## src/rtl/bufgctrl_switch_seq.sv

```systemverilog
// -----------------------------------------------------------------------------
// bufgctrl_switch_seq
//   Drives the S0/S1, CE0/CE1 and IGNORE0/IGNORE1 pins of a single BUFGCTRL
//   global clock mux. A switch request is taken over a valid/ready handshake and
//   is carried out as a break-before-make sequence: the old select drops, both
//   selects stay low for OFF_CYCLES, the new select rises, and the switch is
//   reported done ON_CYCLES later. The block runs on a free-running control
//   clock. CLK0_ALIVE/CLK1_ALIVE are expected to be synchronized already.
//
// Ports
//   CLK, RST_N            control clock, synchronous active-low reset
//   REQ_VALID/REQ_READY   request handshake
//   REQ_SEL               requested source (0 -> I0, 1 -> I1)
//   REQ_FORCE             assert IGNORE on the old source during the switch
//   CLK0_ALIVE/CLK1_ALIVE source running status
//   GATE                  level: stop the global clock (both CE low) while idle
//   S0,S1,CE0,CE1         BUFGCTRL select and enable pins
//   IGNORE0,IGNORE1       BUFGCTRL ignore pins
//   CUR_SEL               committed active source
//   BUSY                  switch sequence in progress
//   DONE / ERR            one-cycle completion / rejection-or-abort pulses
// -----------------------------------------------------------------------------
module bufgctrl_switch_seq #(
   parameter int INIT_SEL   = 0,
   parameter int OFF_CYCLES = 8,
   parameter int ON_CYCLES  = 8,
   parameter int CNT_W      = 8
) (
   input  logic CLK,
   input  logic RST_N,
   input  logic REQ_VALID,
   input  logic REQ_SEL,
   input  logic REQ_FORCE,
   output logic REQ_READY,
   input  logic CLK0_ALIVE,
   input  logic CLK1_ALIVE,
   input  logic GATE,
   output logic S0,
   output logic S1,
   output logic CE0,
   output logic CE1,
   output logic IGNORE0,
   output logic IGNORE1,
   output logic CUR_SEL,
   output logic BUSY,
   output logic DONE,
   output logic ERR
);

   typedef enum logic [1:0] {IDLE, DESEL, WAIT_OFF, WAIT_ON} state_t;

   localparam logic             INIT_B   = (INIT_SEL != 0);
   localparam logic [CNT_W-1:0] OFF_LOAD = CNT_W'(OFF_CYCLES - 1);
   localparam logic [CNT_W-1:0] ON_LOAD  = CNT_W'(ON_CYCLES - 1);

   state_t           state, state_nxt;
   logic [CNT_W-1:0] cnt, cnt_nxt;
   logic             tgt, tgt_nxt;
   logic             cur, cur_nxt;
   logic [1:0]       sel, sel_nxt;   // {S1, S0}
   logic [1:0]       ce, ce_nxt;     // {CE1, CE0}
   logic [1:0]       ign, ign_nxt;   // {IGNORE1, IGNORE0}
   logic             busy, busy_nxt;
   logic             done, done_nxt;
   logic             err, err_nxt;
   logic             rdy, rdy_nxt;
   logic [1:0]       alive;

   assign alive = {CLK1_ALIVE, CLK0_ALIVE};

   always_comb begin
      state_nxt = state;
      cnt_nxt   = cnt;
      tgt_nxt   = tgt;
      cur_nxt   = cur;
      sel_nxt   = sel;
      ce_nxt    = ce;
      ign_nxt   = ign;
      busy_nxt  = busy;
      done_nxt  = 1'b0;
      err_nxt   = 1'b0;
      rdy_nxt   = rdy;

      case (state)
         IDLE: begin
            ce_nxt = {2{~GATE}};
            if (REQ_VALID) begin
               if (REQ_SEL == cur) begin
                  done_nxt = 1'b1;
               end else if (!alive[REQ_SEL]) begin
                  err_nxt = 1'b1;
               end else begin
                  // Break first: old select drops, both enables forced on so
                  // the mux can complete its internal handover.
                  state_nxt = DESEL;
                  tgt_nxt   = REQ_SEL;
                  cnt_nxt   = OFF_LOAD;
                  sel_nxt   = 2'b00;
                  ce_nxt    = 2'b11;
                  ign_nxt   = cur ? {REQ_FORCE, 1'b0} : {1'b0, REQ_FORCE};
                  busy_nxt  = 1'b1;
                  rdy_nxt   = 1'b0;
               end
            end
         end

         DESEL, WAIT_OFF, WAIT_ON: begin
            // DESEL shares the off-count so the new select rises exactly
            // OFF_CYCLES after the old one fell.
            if (state != DESEL && !alive[tgt]) begin
               state_nxt = IDLE;
               sel_nxt   = cur ? 2'b10 : 2'b01;
               ce_nxt    = {2{~GATE}};
               ign_nxt   = 2'b00;
               busy_nxt  = 1'b0;
               err_nxt   = 1'b1;
               rdy_nxt   = 1'b1;
            end else if (state == WAIT_ON) begin
               if (cnt == '0) begin
                  state_nxt = IDLE;
                  cur_nxt   = tgt;
                  ce_nxt    = {2{~GATE}};
                  ign_nxt   = 2'b00;
                  busy_nxt  = 1'b0;
                  done_nxt  = 1'b1;
                  rdy_nxt   = 1'b1;
               end else begin
                  cnt_nxt = cnt - 1'b1;
               end
            end else begin
               if (cnt == '0) begin
                  state_nxt = WAIT_ON;
                  sel_nxt   = tgt ? 2'b10 : 2'b01;
                  cnt_nxt   = ON_LOAD;
               end else begin
                  state_nxt = WAIT_OFF;
                  cnt_nxt   = cnt - 1'b1;
               end
            end
         end

         default: state_nxt = IDLE;
      endcase
   end

   always_ff @(posedge CLK) begin
      if (!RST_N) begin
         state <= IDLE;
         cnt   <= '0;
         tgt   <= INIT_B;
         cur   <= INIT_B;
         sel   <= INIT_B ? 2'b10 : 2'b01;
         ce    <= 2'b11;
         ign   <= 2'b00;
         busy  <= 1'b0;
         done  <= 1'b0;
         err   <= 1'b0;
         rdy   <= 1'b1;
      end else begin
         state <= state_nxt;
         cnt   <= cnt_nxt;
         tgt   <= tgt_nxt;
         cur   <= cur_nxt;
         sel   <= sel_nxt;
         ce    <= ce_nxt;
         ign   <= ign_nxt;
         busy  <= busy_nxt;
         done  <= done_nxt;
         err   <= err_nxt;
         rdy   <= rdy_nxt;
      end
   end

   assign S0        = sel[0];
   assign S1        = sel[1];
   assign CE0       = ce[0];
   assign CE1       = ce[1];
   assign IGNORE0   = ign[0];
   assign IGNORE1   = ign[1];
   assign CUR_SEL   = cur;
   assign BUSY      = busy;
   assign DONE      = done;
   assign ERR       = err;
   assign REQ_READY = rdy;

endmodule

```

## config.mk

```make
export PLATFORM = sky130hd
export DESIGN_NAME = bufgctrl_switch_seq
export DESIGN_NICKNAME = d
export VERILOG_FILES = /design/src/rtl/bufgctrl_switch_seq.sv
export SDC_FILE = /design/constraint.sdc
export NUM_CORES = 1
export LEC_CHECK = 0
export BUFFER_PORTS_ARGS = -buffer_cell sky130_fd_sc_hd__buf_2
export CORE_MARGIN = 3
export CORE_UTILIZATION = 50
export CTS_CLUSTER_DIAMETER = 60
export DETAILED_ROUTE_END_ITERATION = 8
export GPL_TIMING_DRIVEN = 0
export PLACE_DENSITY_LB_ADDON = 0.3
export REMOVE_ABC_BUFFERS = 1
export SYNTH_ARGS = -nofsm -noshare
export SYNTH_HDL_FRONTEND = slang
export SYNTH_SLANG_ARGS = --single-unit
```

## constraint.sdc

```tcl
create_clock -name CLK -period 6.2 [get_ports CLK]
set_input_delay 0 -clock CLK [delete_from_list [all_inputs] [get_ports CLK]]
set_output_delay 0 -clock CLK [all_outputs]
set_load 0.01 [all_outputs]
```

==> results of run 1 <==
-- power groups by stage --
stage                     Sequential, mW  Clock (mW)  Combinational, mW
after floorplan                    0.167           0             0.0954
after global routing               0.167      0.0737              0.144
final                              0.164      0.0665              0.131
after global placement             0.166           0              0.126
after detailed placement           0.167           0              0.129
after CTS                          0.164      0.0684              0.130
-- state kept, by name, indices dropped and copies added, names as in the netlist --
register   flops
ign            2
cnt            8
ERR            1
tgt            1
BUSY           1
CUR_SEL        1
ce             1
state          2
REQ_READY      1
DONE           1
sel            2
-- stage by stage --
| step | std cells | cell area (sq um) | hold WS (ps) | power [mW] |
|---|---|---|---|---|
| after detailed placement | 173 | 1209 | 298.8 | 0.2954 |
| after floorplan | 128 | 1085 | 76.23 | 0.2624 |
| after global routing | 179 | 1255 | 79.63 | 0.3839 |
| after CTS | 179 | 1255 | 21.95 | 0.3621 |
| after global placement | 173 | 1209 | 292.2 | 0.2918 |
| final | 179 | 1255 | 32.63 | 0.3621 |
-- synthesized netlist by cell type, types with 2 or more instances --
master and instances:
sky130_fd_sc_hd__dfxtp_1 21, sky130_fd_sc_hd__a21oi_1 14, sky130_fd_sc_hd__nor2_1 14, sky130_fd_sc_hd__o21ai_0 13, sky130_fd_sc_hd__inv_1 6, sky130_fd_sc_hd__nand2_1 6, sky130_fd_sc_hd__nand3_1 6, sky130_fd_sc_hd__nor3_1 5
sky130_fd_sc_hd__nand2b_1 4, sky130_fd_sc_hd__a31oi_1 3, sky130_fd_sc_hd__clkbuf_1 3, sky130_fd_sc_hd__mux2i_1 3, sky130_fd_sc_hd__a32oi_1 2, sky130_fd_sc_hd__and3b_1 2, sky130_fd_sc_hd__nand4_1 2, sky130_fd_sc_hd__nand4b_1 2
sky130_fd_sc_hd__o221a_2 2, sky130_fd_sc_hd__or3_1 2
-- repair_timing --
action,in CTS,in global routing
hold buffers,2,0
hold endpoints to repair,2,0
gates resized for setup,0,0
setup endpoints to repair,0,0
-- cells in the final DEF, fill, tap and decap left out, drive strengths merged --
cell type / Yosys / routed
o21a: 1 / 1
and3b: 2 / 2
a21o: 1 / 1
o211ai: 1 / 1
clkbuf: 3 / 4
nor2: 14 / 14
nor4b: 1 / 1
nor3: 5 / 5
inv: 6 / 6
nand3: 6 / 6
o21ai: 14 / 14
buf: 1 / 18
nand2b: 4 / 4
dlygate4sd3: 0 / 2
nand4: 2 / 2
a21oi: 14 / 14
o31ai: 1 / 1
and3: 1 / 1
a31oi: 3 / 3
or2: 1 / 1
or4b: 1 / 1
ha: 1 / 1
or3: 2 / 2
dfxtp: 21 / 21
a22oi: 1 / 1
o22ai: 1 / 1
nand2: 7 / 7
and4: 1 / 1
a2bb2oi: 1 / 1
o221a: 2 / 2
mux2i: 3 / 3
a32oi: 2 / 2
mux2: 1 / 1
nor4: 1 / 1
a211oi: 1 / 1
o2bb2ai: 2 / 2
and2: 1 / 1
nand4b: 2 / 2
-- worst max path at each step --
| stage | start | to | slack, ps | cells after the start |
|---|---|---|---|---|
| final | cnt[0] | cnt[2] | 3950 | 7 |
| after global placement | cnt[0] | cnt[2] | 3980 | 7 |
| after CTS | cnt[0] | cnt[2] | 3950 | 7 |
| after detailed placement | cnt[0] | cnt[2] | 3980 | 7 |
| after floorplan | cnt[0] | cnt[0] | 4230 | 7 |
| after global routing | cnt[0] | cnt[2] | 3770 | 7 |
-- layer usage --
metal  part of all wire, %  vias up  wire, um
met5                     0        -         0
met4                   1.4        0        36
met3                   5.2        6       133
met2                    48       43      1218
met1                    46      499      1169
li1                      -      532         -
-- final cells by class --
class | count | area [sq um] | share of cell area, %
inverters | 6 | 22.52 | 1.795
flip-flops and latches | 21 | 420.4 | 33.50
multi-input cells | 101 | 641.9 | 51.15
repair buffers | 20 | 110.1 | 8.774
clock buffers | 4 | 26.28 | 2.094
well taps | 27 | 33.78 | 2.692
-- worst max-delay path, cell delays in order (launching register included) --
cell and delay [ps]:
sky130_fd_sc_hd__dfxtp_1 350, sky130_fd_sc_hd__inv_1 90, sky130_fd_sc_hd__ha_1 240, sky130_fd_sc_hd__nor4b_1 480, sky130_fd_sc_hd__a31oi_1 270, sky130_fd_sc_hd__o2bb2ai_2 380, sky130_fd_sc_hd__nor2_1 90, sky130_fd_sc_hd__o221a_2 250
-- cells by family (layout without fill, tap and decap cells) --
group	count (synthesis)	after routing	synth area share, %
flops	21	21	38.09
buf+inv	10	30	3.742
simple gates	51	51	25.62
mux	4	4	3.742
fa+ha+maj	1	1	1.134
compound gates	45	45	27.67
==> flow_summary_export.csv, run 1 <==
group,metric,value,unit
power_and_ir_drop,static-leakage-power,0.5069,nW
timing,worst_slew_pin_slew,844.4,ps
cells_and_area,fin_util,62.07,%
run_status,outcome,"finished, final reports clean",
synth,synth.distinct_cells,40,
clock_tree,cts_buffers,3,
floorplan,floorplan.die_area,2807,sq um
worst_setup_path,critPathLaunchType,"register",
power_and_ir_drop,power.density,288.6,nW/um^2
synth,post_synthesis_register_bit_count,21,
route,drt_pass1_iterations,4,
worst_setup_path,worstReg2RegStart,"cnt[0]",
power_and_ir_drop,comb_power_share,36.3,%
synth,yosys.area.top_type,"sky130_fd_sc_hd__dfxtp_1",
worst_setup_path,worst_r2r_path_depth,7,
min_path,hold_depth,4,
timing,setup_repair_after_global_routing_missed_its_margin,"false",
worst_setup_path,timing_worst_setup_path_type,"reg2reg",
cells_and_area,syn_to_final_growth,13.72,%
clock_tree,cts_post_setup_buffers_inserted,0,
grt,grt_overflow_total,0,
synth,post_synth.cell_area_avg,8.360,sq um
grt,grt.total_usage,20.02,%
clock_tree,htreeDepth,1,
synth,synthDominantCellAreaShare,38.10,%
floorplan,floorplan.die.height,52.98,um
cells_and_area,insertedDiodeCount,0,
floorplan,initial_core_utilization,54.58,%
timing,post-route-worst-setup-slack,3947,ps
grt,grt_util_met3,3.662,%
min_path,classification_of_the_worst_slack_hold_path,"in2reg",
worst_setup_path,worst_setup_slack_for_register_to_register_paths,3950,ps
synth,seq_total_area_yosys,38.10,%
synth,synthArstFlopShare,0,%
grt,via_count_of_the_first_global_routing_pass,938,
cells_and_area,nets,162,
cells_and_area,drive_above_1_share,20.39,%
grt,grt.busiest_layer,"met2",
grt,antenna_found_initial,0,
grt,grt_first_pass_wirelength,4.202,mm
floorplan,floorplan.rows,16,
synth,synthFlopType,"sky130_fd_sc_hd__dfxtp_1",
worst_setup_path,critical_path.endpoint_type,"register",
route,vias_per_cell,6.034,
floorplan,die_x,52.98,um
timing,finalHoldViolations,0,
power_and_ir_drop,p_clk_share,18.4,%
synth,mappedNetlistArea,1104,sq um
clock_tree,tritoncts,"yes",
synth,netlist_top_cells_area,"sky130_fd_sc_hd__dfxtp_1 38%, sky130_fd_sc_hd__a21oi_1 6.3%, sky130_fd_sc_hd__o21ai_0 5.9%",
placement,finalWeightedCongestion,0.8278,
route,via_count,1080,
timing,timing.final.crit_share,36.34,%
min_path,endpoint_of_the_worst_hold_timing_path,"ce[0]",
placement,port_buffers,18,
route,detail_route.wl_per_cell,14.29,um
worst_setup_path,cp_max_fanout,8,
placement,post-place-ws,3981,ps
clock_tree,clock-root-buffer,"sky130_fd_sc_hd__clkbuf_4",
clock_tree,ctsLongestPathBuffers,2,
worst_setup_path,reg2reg_to,"cnt[2]",
clock_tree,clock_transition_at_the_register_clock_pins_on_the_worst_setup_and_hold_paths_after_cts,120,ps
synth,synth_warnings,0,
min_path,worst_hold_startpoint,"GATE",
grt,grtUsageMet1,24.91,%
synth,synth_edf_count,0,
timing,setup_viol,0,
timing,relSlewSlack,43.50,%
route,route.antenna.remaining_nets,0,
synth,netlist_instances,132,
power_and_ir_drop,power.switching_fraction,37.83,%
timing,finalSetupTns,0,ps
power_and_ir_drop,power_frac_seq,45.4,%
grt,grt_start_max_net_pins,14,
worst_setup_path,required_time_at_the_endpoint_of_the_critical_path,6410,ps
grt,grt_util_met2,34.50,%
flow_run,cap_viol_max_count,0,
clock_tree,clock_sinks,21,
placement,hpwl,1.836,mm
timing,timing.clock.skew,10.12,ps
power_and_ir_drop,power.net_switching,0.1370,mW
timing,max_clock_freq,443.9,MHz
route,finalWirelength,2.558,mm
worst_setup_path,worst_ep_arrival,2460,ps
floorplan,design.core.area,2022,sq um
power_and_ir_drop,internal_power,0.2251,mW
route,starting_drc_count_in_detailed_routing,48,
floorplan,pin_count,19,
power_and_ir_drop,peak_supply_drop,0.0001738,V
timing,min_period,2253,ps
clock_tree,clkLatencyLatePin,300,ps
route,drc,0,
cells_and_area,fill_cells,186,
timing,timing.final.max_slew_violations,0,
(Power assumes the default switching activity.)
==> run 2, diff against run 1 <==
--- a/config.mk
+++ b/config.mk
@@ -5,6 +5,7 @@
 export SDC_FILE = /design/constraint.sdc
 export NUM_CORES = 1
 export LEC_CHECK = 0
+export ABC_AREA = 1
 export BUFFER_PORTS_ARGS = -buffer_cell sky130_fd_sc_hd__buf_2
 export CORE_MARGIN = 3
 export CORE_UTILIZATION = 50
==> constraint.sdc (replaced) <==
create_clock -name CLK -period 2.3 [get_ports CLK]
set_input_delay 0 -clock CLK [delete_from_list [all_inputs] [get_ports CLK]]
set_output_delay 0 -clock CLK [all_outputs]
set_load 0.01 [all_outputs]
==> run 2 against run 1 <==
  * Wire length rose by 2.7%
  * Sequential cell count did not move
  * Combinational power rose to 9.6 times the previous value
  * Core utilization fell by 0.11 points
  * Cell area rose by 12%
  * Via count rose by 8.8%
  * Synthesized area rose by 12%
  * Worst setup slack got worse by 3200 ps
==> flow_summary_export.csv, run 2 <==
group,metric,value,unit
route,finalWirelength,2.627,mm
synth,post_synth.cell_area_avg,6.952,sq um
synth,mappedNetlistArea,1237,sq um
route,drt_pass1_iterations,4,
timing,timing.final.crit_share,69.15,%
worst_setup_path,critical_path.endpoint_type,"register",
timing,finalSetupTns,0,ps
timing,setup_viol,0,
timing,relSlewSlack,73.20,%
synth,yosysMostFrequentCell,"sky130_fd_sc_hd__nand2_1",
timing,timing.final.max_slew_violations,0,
flow_run,cap_viol_max_count,0,
synth,synthFlopType,"sky130_fd_sc_hd__dfxtp_1",
worst_setup_path,critPathLaunchType,"register",
timing,setup_repair_after_global_routing_missed_its_margin,"false",
synth,netlist_top_cells_area,"sky130_fd_sc_hd__dfxtp_1 34%, sky130_fd_sc_hd__nand2_1 13%, sky130_fd_sc_hd__nor2_1 6.7%",
cells_and_area,largest_register_ffs,8,
cells_and_area,insertedDiodeCount,0,
cells_and_area,nets,212,
clock_tree,clock_transition_at_the_register_clock_pins_on_the_worst_setup_and_hold_paths_after_cts,110,ps
route,drc,0,
floorplan,floorplan.die_area,3108,sq um
worst_setup_path,worst_ep_arrival,1800,ps
worst_setup_path,required_time_at_the_endpoint_of_the_critical_path,2510,ps
synth,netlist_instances,178,
timing,timing.clock.skew,2.810,ps
grt,grt_first_pass_wirelength,4.705,mm
worst_setup_path,timing_worst_setup_path_type,"reg2reg",
run_status,outcome,"finished, final reports clean",
cells_and_area,drive_above_1_share,25.25,%
cells_and_area,most-common-layout-cells,"43 x sky130_fd_sc_hd__nand2_1, 22 x sky130_fd_sc_hd__nor2_1, 21 x sky130_fd_sc_hd__dfxtp_1",
clock_tree,clock-root-buffer,"sky130_fd_sc_hd__clkbuf_4",
placement,port_buffers,18,
clock_tree,cts_buffers,3,
synth,synth_edf_count,0,
timing,worst_hold_slack,94.76,ps
synth,post_synthesis_register_bit_count,21,
cells_and_area,registers.top_by_ff_count,"cnt",
worst_setup_path,cp_max_fanout,5,
power_and_ir_drop,peak_supply_drop,0.0007319,V
floorplan,floorplan.rows,17,
placement,placedCellCount,222,
synth,yosys.area.top_type,"sky130_fd_sc_hd__dfxtp_1",
clock_tree,htreeDepth,1,
grt,antenna_found_initial,0,
cells_and_area,most_frequent_standard_cell_in_the_layout_excluding_fill_and_tap_cells,"sky130_fd_sc_hd__nand2_1",
route,via_count,1175,
cells_and_area,syn_to_final_growth,13.95,%
grt,grt.total_usage,18.89,%
clock_tree,clock_sinks,21,
power_and_ir_drop,totalPowerFinal,2.066,mW
power_and_ir_drop,power.density,1465,nW/um^2
synth,synthArstFlopShare,0,%
grt,grt_start_max_net_pins,13,
route,detail_route.wl_per_cell,11.42,um
floorplan,floorplan.die.height,55.75,um
synth,ys_top_cells_by_count,"43 x sky130_fd_sc_hd__nand2_1, 22 x sky130_fd_sc_hd__nor2_1, 21 x sky130_fd_sc_hd__dfxtp_1",
cells_and_area,fin_util,61.96,%
synth,synth_warnings,0,
placement,finalWeightedCongestion,0.8668,
synth,synth.distinct_cells,28,
grt,grt_overflow_total,0,
floorplan,pin_count,19,
grt,via_count_of_the_first_global_routing_pass,1064,
synth,seq_total_area_yosys,33.97,%
synth,synthDominantCellAreaShare,33.97,%
cells_and_area,final-instance-count-excl-fill,230,
clock_tree,post_cts_resize_count,0,
floorplan,initial_core_utilization,54.37,%
floorplan,die_x,55.75,um
clock_tree,ctsLongestPathBuffers,2,
route,route.antenna.remaining_nets,0,
timing,max_clock_freq,628.7,MHz
clock_tree,tritoncts,"yes",
timing,min_period,1590,ps
min_path,classification_of_the_worst_slack_hold_path,"in2reg",
floorplan,design.core.area,2276,sq um
timing,worst_slew_pin_slew,398.9,ps
timing,finalHoldViolations,0,
clock_tree,clkLatencyLatePin,300,ps
route,starting_drc_count_in_detailed_routing,39,
route,vias_per_cell,5.109,
placement,hpwl,1.936,mm
power_and_ir_drop,static-leakage-power,0.6568,nW
## run 2: cell count changes after synthesis, moves of 3 or more
cell                       before  now
sky130_fd_sc_hd__o21ai_0       13    8
sky130_fd_sc_hd__nor2_1        14   22
sky130_fd_sc_hd__inv_1          6   19
sky130_fd_sc_hd__nor2_4         0    6
sky130_fd_sc_hd__nand2_1        6   43
sky130_fd_sc_hd__nand2_2        0    5
sky130_fd_sc_hd__mux2i_1        3    0
sky130_fd_sc_hd__clkbuf_1       3    0
sky130_fd_sc_hd__nand2b_1       4    0
sky130_fd_sc_hd__nand3_2        0    5
sky130_fd_sc_hd__a31oi_1        3    0
sky130_fd_sc_hd__inv_2          0    5
sky130_fd_sc_hd__a21oi_1       14   11
## run 2: worst paths after layout
path	startpoint	endpoint	slack [ps]	depth (start not counted)
setup / recovery	cnt[0]	ign[0]	710	9
hold / removal	REQ_FORCE	ign[1]	90	5
setup reg to reg	cnt[0]	ign[0]	710	9
hold reg to reg	REQ_READY	REQ_READY	470	2
## run 2: area by class of cell
class,instances,area [sq um]
multi-input cells,128,694.4
well taps,28,35.03
clock buffers,4,26.28
fillers,207,865.8
repair buffers,22,130.1
inverters,27,103.9
flip-flops and latches,21,420.4
## run 2: logic make-up (layout without fill, tap and decap cells)
group           Yosys count  count (layout)  share of synthesized area, %
fa+ha+maj                 1               1                         1.011
xor+xnor                  2               2                         1.416
compound gates           25              25                         11.83
simple gates            100             100                         41.86
flops                    21              21                         33.97
buf+inv                  29              53                         9.910
## run 2: worst max-delay path, stage by stage (launching register included)
cell,delay [ps]
sky130_fd_sc_hd__dfxtp_1,340
sky130_fd_sc_hd__inv_1,100
sky130_fd_sc_hd__ha_1,230
sky130_fd_sc_hd__nand2_1,110
sky130_fd_sc_hd__nor2_2,150
sky130_fd_sc_hd__nand3_2,120
sky130_fd_sc_hd__nand3_2,130
sky130_fd_sc_hd__nand2_2,100
sky130_fd_sc_hd__o21ai_0,160
sky130_fd_sc_hd__nor2_1,60
## run 2: power by group
group	internal, mW	switching [mW]
sequential	0.509	0.115
clock	0.0677	0.112
combinational	0.447	0.815
## run 2: through the flow
stage          cell area (sq um)  setup WS, ps
6_report                    1410         709.5
5_1_grt                     1410         508.3
4_1_cts                     1410         703.3
3_5_place_dp                1344         713.1
3_3_place_gp                1344         770.6
2_1_floorplan               1219         932.5
## run 2: timing repair
| item | 4_1_cts | 5_1_grt |
|---|---|---|
| setup endpoints to repair | 0 | 0 |
| hold buffers | 4 | 0 |
| hold endpoints to repair | 4 | 0 |
| buffers inserted | 0 | 0 |
## run 2: routing by layer
metal	track usage [%]	part of all wire, %	vias to the layer above
li1	-	-	609
met1	24.72	48	534
met2	31.42	46	27
met3	2.320	4.6	5
met4	7.292	1.9	0
met5	0	0	-
